**src/rtl/video_timing_gen_if.sv**
```systemverilog
// ---------------------------------------------------------------------------
// video_timing_gen_if
//   Bundle carrying the raster timing between the timing generator and the
//   pixel datapath (pattern stage, DVI/VGA output).
//
//   Signals
//     en           pixel-clock enable into the generator
//     VX, VY       11-bit raster coordinates
//     VIDEN        active-video flag
//     HSYNC/VSYNC  sync pulses (polarity set by the generator parameters)
//     line_start   one-cycle pulse at VX==0
//     frame_start  one-cycle pulse at VX==0, VY==0
//
//   Modports
//     master  timing generator: drives timing, receives en
//     slave   datapath consumer: drives en, receives timing
// ---------------------------------------------------------------------------
interface video_timing_gen_if;
    logic        en;
    logic [10:0] VX;
    logic [10:0] VY;
    logic        VIDEN;
    logic        HSYNC;
    logic        VSYNC;
    logic        line_start;
    logic        frame_start;

    modport master (
        input  en,
        output VX, VY, VIDEN, HSYNC, VSYNC, line_start, frame_start
    );

    modport slave (
        output en,
        input  VX, VY, VIDEN, HSYNC, VSYNC, line_start, frame_start
    );
endinterface

```
**src/rtl/video_timing_gen.sv**
```systemverilog
// ---------------------------------------------------------------------------
// video_timing_gen
//   Free-running raster timing controller. H/V counters produce the pixel
//   coordinates, the active-video flag, sync pulses and line/frame strobes.
//   Default timing is 800x600@60 Hz at a 40 MHz pixel clock.
//
//   Ports
//     clk    pixel clock
//     rst_n  synchronous reset, active-low (dominates en)
//     vt     timing bundle (master side): en in; VX, VY, VIDEN, HSYNC,
//            VSYNC, line_start, frame_start out -- all registered
//
//   Every output flop is loaded from a decode of the *next* coordinates, so
//   the decoded flags always line up with the VX/VY registers they describe.
// ---------------------------------------------------------------------------
module video_timing_gen #(
    parameter int unsigned H_ACTIVE = 800,
    parameter int unsigned H_FP     = 40,
    parameter int unsigned H_SYNC   = 128,
    parameter int unsigned H_BP     = 88,
    parameter int unsigned V_ACTIVE = 600,
    parameter int unsigned V_FP     = 1,
    parameter int unsigned V_SYNC   = 4,
    parameter int unsigned V_BP     = 23,
    parameter bit          HS_POL   = 1'b1,
    parameter bit          VS_POL   = 1'b1
) (
    input  logic               clk,
    input  logic               rst_n,
    video_timing_gen_if.master vt
);

    localparam int unsigned H_TOTAL = H_ACTIVE + H_FP + H_SYNC + H_BP;
    localparam int unsigned V_TOTAL = V_ACTIVE + V_FP + V_SYNC + V_BP;

    // Counters are 11 bits wide; larger rasters cannot be represented.
    if ((H_TOTAL > 2048) || (V_TOTAL > 2048)) begin : g_size_check
        $error("video_timing_gen: H_TOTAL and V_TOTAL must be <= 2048");
    end

    localparam logic [10:0] H_LAST     = 11'(H_TOTAL - 1);
    localparam logic [10:0] V_LAST     = 11'(V_TOTAL - 1);
    localparam logic [10:0] H_ACTIVE_W = 11'(H_ACTIVE);
    localparam logic [10:0] V_ACTIVE_W = 11'(V_ACTIVE);
    localparam logic [10:0] HS_START   = 11'(H_ACTIVE + H_FP);
    localparam logic [10:0] HS_END     = 11'(H_ACTIVE + H_FP + H_SYNC);
    localparam logic [10:0] VS_START   = 11'(V_ACTIVE + V_FP);
    localparam logic [10:0] VS_END     = 11'(V_ACTIVE + V_FP + V_SYNC);

    // ST_PRIME: just out of reset, outputs still show reset values. The first
    // enabled cycle loads (0,0) without counting, so frame_start and VIDEN
    // appear together with VX=0, VY=0.
    typedef enum logic {
        ST_PRIME,
        ST_RUN
    } state_t;

    state_t      state;
    state_t      state_next;

    logic [10:0] vx_q;
    logic [10:0] vy_q;
    logic [10:0] vx_next;
    logic [10:0] vy_next;

    logic        viden_q;
    logic        hsync_q;
    logic        vsync_q;
    logic        line_start_q;
    logic        frame_start_q;

    logic        viden_next;
    logic        hsync_next;
    logic        vsync_next;
    logic        line_start_next;
    logic        frame_start_next;

    // Next-state coordinates and their decode.
    // NOTE: every variable gets a default before any branch, so no path can
    // leave one unassigned and infer a latch.
    always_comb begin
        state_next = state;
        vx_next    = vx_q;
        vy_next    = vy_q;

        unique case (state)
            ST_PRIME: begin
                state_next = ST_RUN;
                vx_next    = '0;
                vy_next    = '0;
            end
            ST_RUN: begin
                if (vx_q == H_LAST) begin
                    vx_next = '0;
                    vy_next = (vy_q == V_LAST) ? '0 : vy_q + 11'd1;
                end else begin
                    vx_next = vx_q + 11'd1;
                end
            end
        endcase

        viden_next       = (vx_next < H_ACTIVE_W) && (vy_next < V_ACTIVE_W);
        hsync_next       = ((vx_next >= HS_START) && (vx_next < HS_END)) ? HS_POL : ~HS_POL;
        // VY only moves on the VX wrap, so VSYNC is line-aligned by construction.
        vsync_next       = ((vy_next >= VS_START) && (vy_next < VS_END)) ? VS_POL : ~VS_POL;
        line_start_next  = (vx_next == '0);
        frame_start_next = (vx_next == '0) && (vy_next == '0);
    end

    // NOTE: sequential state uses non-blocking assignments so every flop
    // samples pre-edge values regardless of statement order.
    always_ff @(posedge clk) begin
        if (!rst_n) begin
            state <= ST_PRIME;
        end else if (vt.en) begin
            state <= state_next;
        end
    end

    // With en low everything holds, strobes included.
    always_ff @(posedge clk) begin
        if (!rst_n) begin
            vx_q          <= '0;
            vy_q          <= '0;
            viden_q       <= 1'b0;
            hsync_q       <= ~HS_POL;
            vsync_q       <= ~VS_POL;
            line_start_q  <= 1'b0;
            frame_start_q <= 1'b0;
        end else if (vt.en) begin
            vx_q          <= vx_next;
            vy_q          <= vy_next;
            viden_q       <= viden_next;
            hsync_q       <= hsync_next;
            vsync_q       <= vsync_next;
            line_start_q  <= line_start_next;
            frame_start_q <= frame_start_next;
        end
    end

    assign vt.VX          = vx_q;
    assign vt.VY          = vy_q;
    assign vt.VIDEN       = viden_q;
    assign vt.HSYNC       = hsync_q;
    assign vt.VSYNC       = vsync_q;
    assign vt.line_start  = line_start_q;
    assign vt.frame_start = frame_start_q;

endmodule
```
**src/flat_wrapper.sv**
```systemverilog
// flat-port wrapper written by rule: the top's interface ports become plain ports
module video_timing_gen_flat 
#(
    parameter int unsigned H_ACTIVE = 800,
    parameter int unsigned H_FP     = 40,
    parameter int unsigned H_SYNC   = 128,
    parameter int unsigned H_BP     = 88,
    parameter int unsigned V_ACTIVE = 600,
    parameter int unsigned V_FP     = 1,
    parameter int unsigned V_SYNC   = 4,
    parameter int unsigned V_BP     = 23,
    parameter bit          HS_POL   = 1'b1,
    parameter bit          VS_POL   = 1'b1
)
  (clk, rst_n, vt_en, vt_VX, vt_VY, vt_VIDEN, vt_HSYNC, vt_VSYNC, vt_line_start, vt_frame_start);
  video_timing_gen_if vt_i ();
  input  logic clk;
  input  logic rst_n;
  input wire logic [$bits(vt_i.en)-1:0] vt_en;
  output wire logic [$bits(vt_i.VX)-1:0] vt_VX;
  output wire logic [$bits(vt_i.VY)-1:0] vt_VY;
  output wire logic [$bits(vt_i.VIDEN)-1:0] vt_VIDEN;
  output wire logic [$bits(vt_i.HSYNC)-1:0] vt_HSYNC;
  output wire logic [$bits(vt_i.VSYNC)-1:0] vt_VSYNC;
  output wire logic [$bits(vt_i.line_start)-1:0] vt_line_start;
  output wire logic [$bits(vt_i.frame_start)-1:0] vt_frame_start;
  assign vt_i.en = vt_en;
  assign vt_VX = vt_i.VX;
  assign vt_VY = vt_i.VY;
  assign vt_VIDEN = vt_i.VIDEN;
  assign vt_HSYNC = vt_i.HSYNC;
  assign vt_VSYNC = vt_i.VSYNC;
  assign vt_line_start = vt_i.line_start;
  assign vt_frame_start = vt_i.frame_start;
  video_timing_gen #(.H_ACTIVE(H_ACTIVE), .H_FP(H_FP), .H_SYNC(H_SYNC), .H_BP(H_BP), .V_ACTIVE(V_ACTIVE), .V_FP(V_FP), .V_SYNC(V_SYNC), .V_BP(V_BP), .HS_POL(HS_POL), .VS_POL(VS_POL)) u_core (.clk(clk), .rst_n(rst_n), .vt(vt_i));
endmodule
```
**config.mk**
```make
export PLATFORM = sky130hd
export DESIGN_NAME = video_timing_gen_flat
export DESIGN_NICKNAME = d
export VERILOG_FILES = /design/src/rtl/video_timing_gen_if.sv /design/src/rtl/video_timing_gen.sv /design/src/flat_wrapper.sv
export SDC_FILE = /design/constraint.sdc
export NUM_CORES = 1
export LEC_CHECK = 0
export BUFFER_PORTS_ARGS = -buffer_cell sky130_fd_sc_hd__buf_2
export CAP_MARGIN = 20
export CORE_MARGIN = 2
export CORE_UTILIZATION = 55
export DETAILED_ROUTE_END_ITERATION = 10
export PLACE_DENSITY = 0.75
export SLEW_MARGIN = 25
export SYNTH_ARGS = -nofsm -noshare
export SYNTH_HDL_FRONTEND = slang
export SYNTH_SLANG_ARGS = --single-unit
```
**constraint.sdc**
```tcl
create_clock -name clk -period 3.45 [get_ports clk]
set_input_delay 0.345 -clock clk [delete_from_list [all_inputs] [get_ports clk]]
set_output_delay 0.345 -clock clk [all_outputs]
set_load 0.005 [all_outputs]
```
==> results by group <==
Outcome
  – Status: finished, final reports clean

Pwr
  – P per Cell Area: 254 mW/mm²
  – VDD IR max: 0.130 mV
  – Leak pwr: 0.826 nW

Drt
  – Via Count: 2186
  – Vias per inst: 6.35
  – Total wire length: 5.32 mm
  – Initial DRC Count: 305
  – TritonRoute pass-1 iters: 5
  – Drt drc: 0
  – DR WL/cell: 15.5 µm
  – Final ANT Viol Nets: 0

Clock tree
  – Resize count post-CTS: 0
  – Setup Fix Bufs, Post-CTS: 0
  – H-tree levels: 1
  – Number of hold buffers added after cts: 0
  – Worst skew pair latency: 0.28 ns
  – Root buffer selected by CTS: clkbuf_8
  – CTS Sinks: 28
  – Clk buf depth: 2
  – Cts bufs inserted: 3
  – CTS tree: built
  – Clock transition at the registers of the reported paths: 0.10 ns

Global routing
  – All-layer global routing usage: 25.4%
  – Initial antenna violation count: 0
  – Largest net degree at the start of global routing: 30
  – Global route overflow: 0
  – First-pass GRT wire length: 8.98 mm
  – Vias in the first global route: 1860

Worst setup path
  – Critical-path top delay cell: dfxtp_1
  – Critical path depth: 8
  – CP startpoint kind: register
  – WP data arrival: 2.73 ns
  – Largest delay share family, worst path: simple AND/OR/NAND/NOR gates
  – Crit path max fanout: 13
  – Slowest stage delay, CP: 0.43 ns
  – R2R depth: 8
  – Critical path capture point type: register
  – Worst setup path class: reg2reg
  – Crit path cell chain: ha_1 -> and4_4 -> nand3_4 -> nor4_1 -> o221ai_1 -> a2111oi_2 -> nor2b_1 -> a32o_1
  – Worst path buffer plus inverter count: 0
  – Critical Path RT: 3.63 ns

Die
  – Full die area: 0.00455 mm²
  – Core area: 0.00394 mm²
  – Row cnt: 23
  – # IOs: 30
  – Starting Density: 56.1%
  – Die Y: 67.4 µm
  – Die width: 67.4 µm

Place
  – DP Worst Slack: 0.917 ns
  – Placer Congestion: 0.996
  – Post-Place Cell Area: 0.00225 mm²
  – Detail Placement HPWL: 3.80 mm
  – Input/output buffers: 29

STA
  – Worst slew pin tran: 0.628 ns
  – Final period utilization: 74.0%
  – Endpoints failing setup: 0
  – Clk_skew: 0.00441 ns
  – Final hold violations: 0
  – Max frequency: 0.392 GHz
  – Final setup TNS: 0 ns
  – Max-slew headroom: 57.8%
  – Min Tclk post-route: 2.55 ns
  – Max Slew Vio Count: 0
  – RSZ-0062 raised after global routing: false
  – Setup slack after layout: 0.898 ns

Finish
  – Fin area: 0.00231 mm²
  – Syn-to-layout area delta: 4.30%
  – Layout cells sized above 1: 16.7%
  – ANT cells: 0
  – Final net count: 300

Logic synthesis
  – Ys async rst share: 0%
  – Syn nets: 287
  – Register area share after synthesis: 25.3%
  – FF+latch count, synth: 28
  – Gate Count Post-Synth: 282
  – Netlist cell types: 57
  – Mapped Avg Cell Area: 7.85 µm²
  – YS warnings: 0
  – Yosys top cell area share: 25.3%
  – Number of synthesized flops with an enable pin: 0
  – Dominant cells by area after synthesis: dfxtp_1 25%, nand2_1 5.4%, o21a_1 4.7%
  – Post-synth top flop: dfxtp_1
  – Post-Synthesis Cell Area: 0.00221 mm²
  – Yosys top cell by area: dfxtp_1

Worst hold path
  – Hold Crit Class: reg2reg
  – Worst hold stages: 2

Run
  – Max cap viols: 0
path summary, 6_finish.rpt:
kind / startpoint / endpoint / slack, ns
max: u_core.vt.VX[0] / u_core.vt.VIDEN / 0.90
max reg2reg: u_core.vt.VX[0] / u_core.vt.VIDEN / 0.90
min reg2reg: u_core.vt.VSYNC / u_core.vt.VSYNC / 0.47
min: u_core.vt.VSYNC / u_core.vt.VSYNC / 0.47
layout make-up:
cell class | count | area (µm²)
clock buffers | 4 | 55.1
fillers | 384 | 1630
inverters | 3 | 11.3
multi-input cells | 230 | 1470
flip-flops and latches | 28 | 561
well taps | 50 | 62.6
repair buffers | 29 | 145
worst min-delay path, stage by stage, from the launching register on:
cell and delay (ns):
dfxtp_1 0.33, nand2_1 0.05, o31ai_1 0.05
per-stage QoR:
step / util (%) / instances / power (mW) / hold slack, ns
3_3_place_gp: 57.2 / 340 / 0.386 / 0.458
2_1_floorplan: - / 282 / 0.374 / 0.447
5_1_grt: 58.6 / 344 / 0.614 / 0.481
6_report: 58.6 / 344 / 0.586 / 0.469
4_1_cts: 58.6 / 344 / 0.593 / 0.473
3_5_place_dp: 57.2 / 340 / 0.387 / 0.450
synth_stat cells (all sizes together), types with 7 or more instances:
cell type / number
nor3: 20
and3: 9
a21boi: 7
o21a: 14
clkbuf: 10
xnor2: 10
nand3: 12
nor2b: 16
nand2: 32
o21ai: 15
nand4: 9
nor2: 11
dfxtp: 28
buf: 11
a21oi: 15
sequential cells by signal, summed over array words and instances, names as in the netlist:
register and count:
u_core.vt.HSYNC 1, u_core.vt.VX 11, u_core.vt.VSYNC 1, u_core.vt.frame_start 1
u_core.vt.line_start 1, u_core.vt.VIDEN 1, u_core.vt.VY 11, u_core.state 1
cell usage in the layout (no fill, tap or decap), types with 11 or more instances in the layout:
master   Yosys  layout
a21oi_1     15      15
buf_2        3      29
dfxtp_1     28      28
nand2_1     32      32
nand3_1     11      11
nor2b_1     16      16
nor3_1      19      19
o21a_1      14      14
o21ai_0     14      14
report_power, final:
part | internal [mW] | switching [mW] | total (mW)
combinational | 0.0167 | 0.0311 | 0.0478
clock | 0.102 | 0.104 | 0.206
sequential | 0.327 | 0.00469 | 0.332
per-layer routing:
| metal | GRT usage, % | up-vias | routed length [µm] | share of wire (%) |
|---|---|---|---|---|
| met5 | 0 | - | 0 | 0 |
| met4 | 6.63 | 0 | 81 | 1.5 |
| met3 | 2.50 | 11 | 334 | 6.3 |
| met2 | 39.2 | 96 | 2380 | 45 |
| met1 | 37.5 | 1020 | 2520 | 47 |
| li1 | - | 1059 | - | - |
kinds of logic (layout without fill, tap and decap cells):
kind of cell | after synthesis | count (layout) | synth area share [%]
AO/OA/AOI/OAI | 79 | 79 | 24.5
XOR/XNOR | 12 | 12 | 4.75
adder cells (fa/ha/maj) | 2 | 2 | 1.13
buffers and inverters | 24 | 36 | 8.08
flip-flops | 28 | 28 | 25.3
multiplexers | 2 | 2 | 0.905
AND/OR/NAND/NOR | 135 | 135 | 35.3
(Power assumes the default switching activity.)
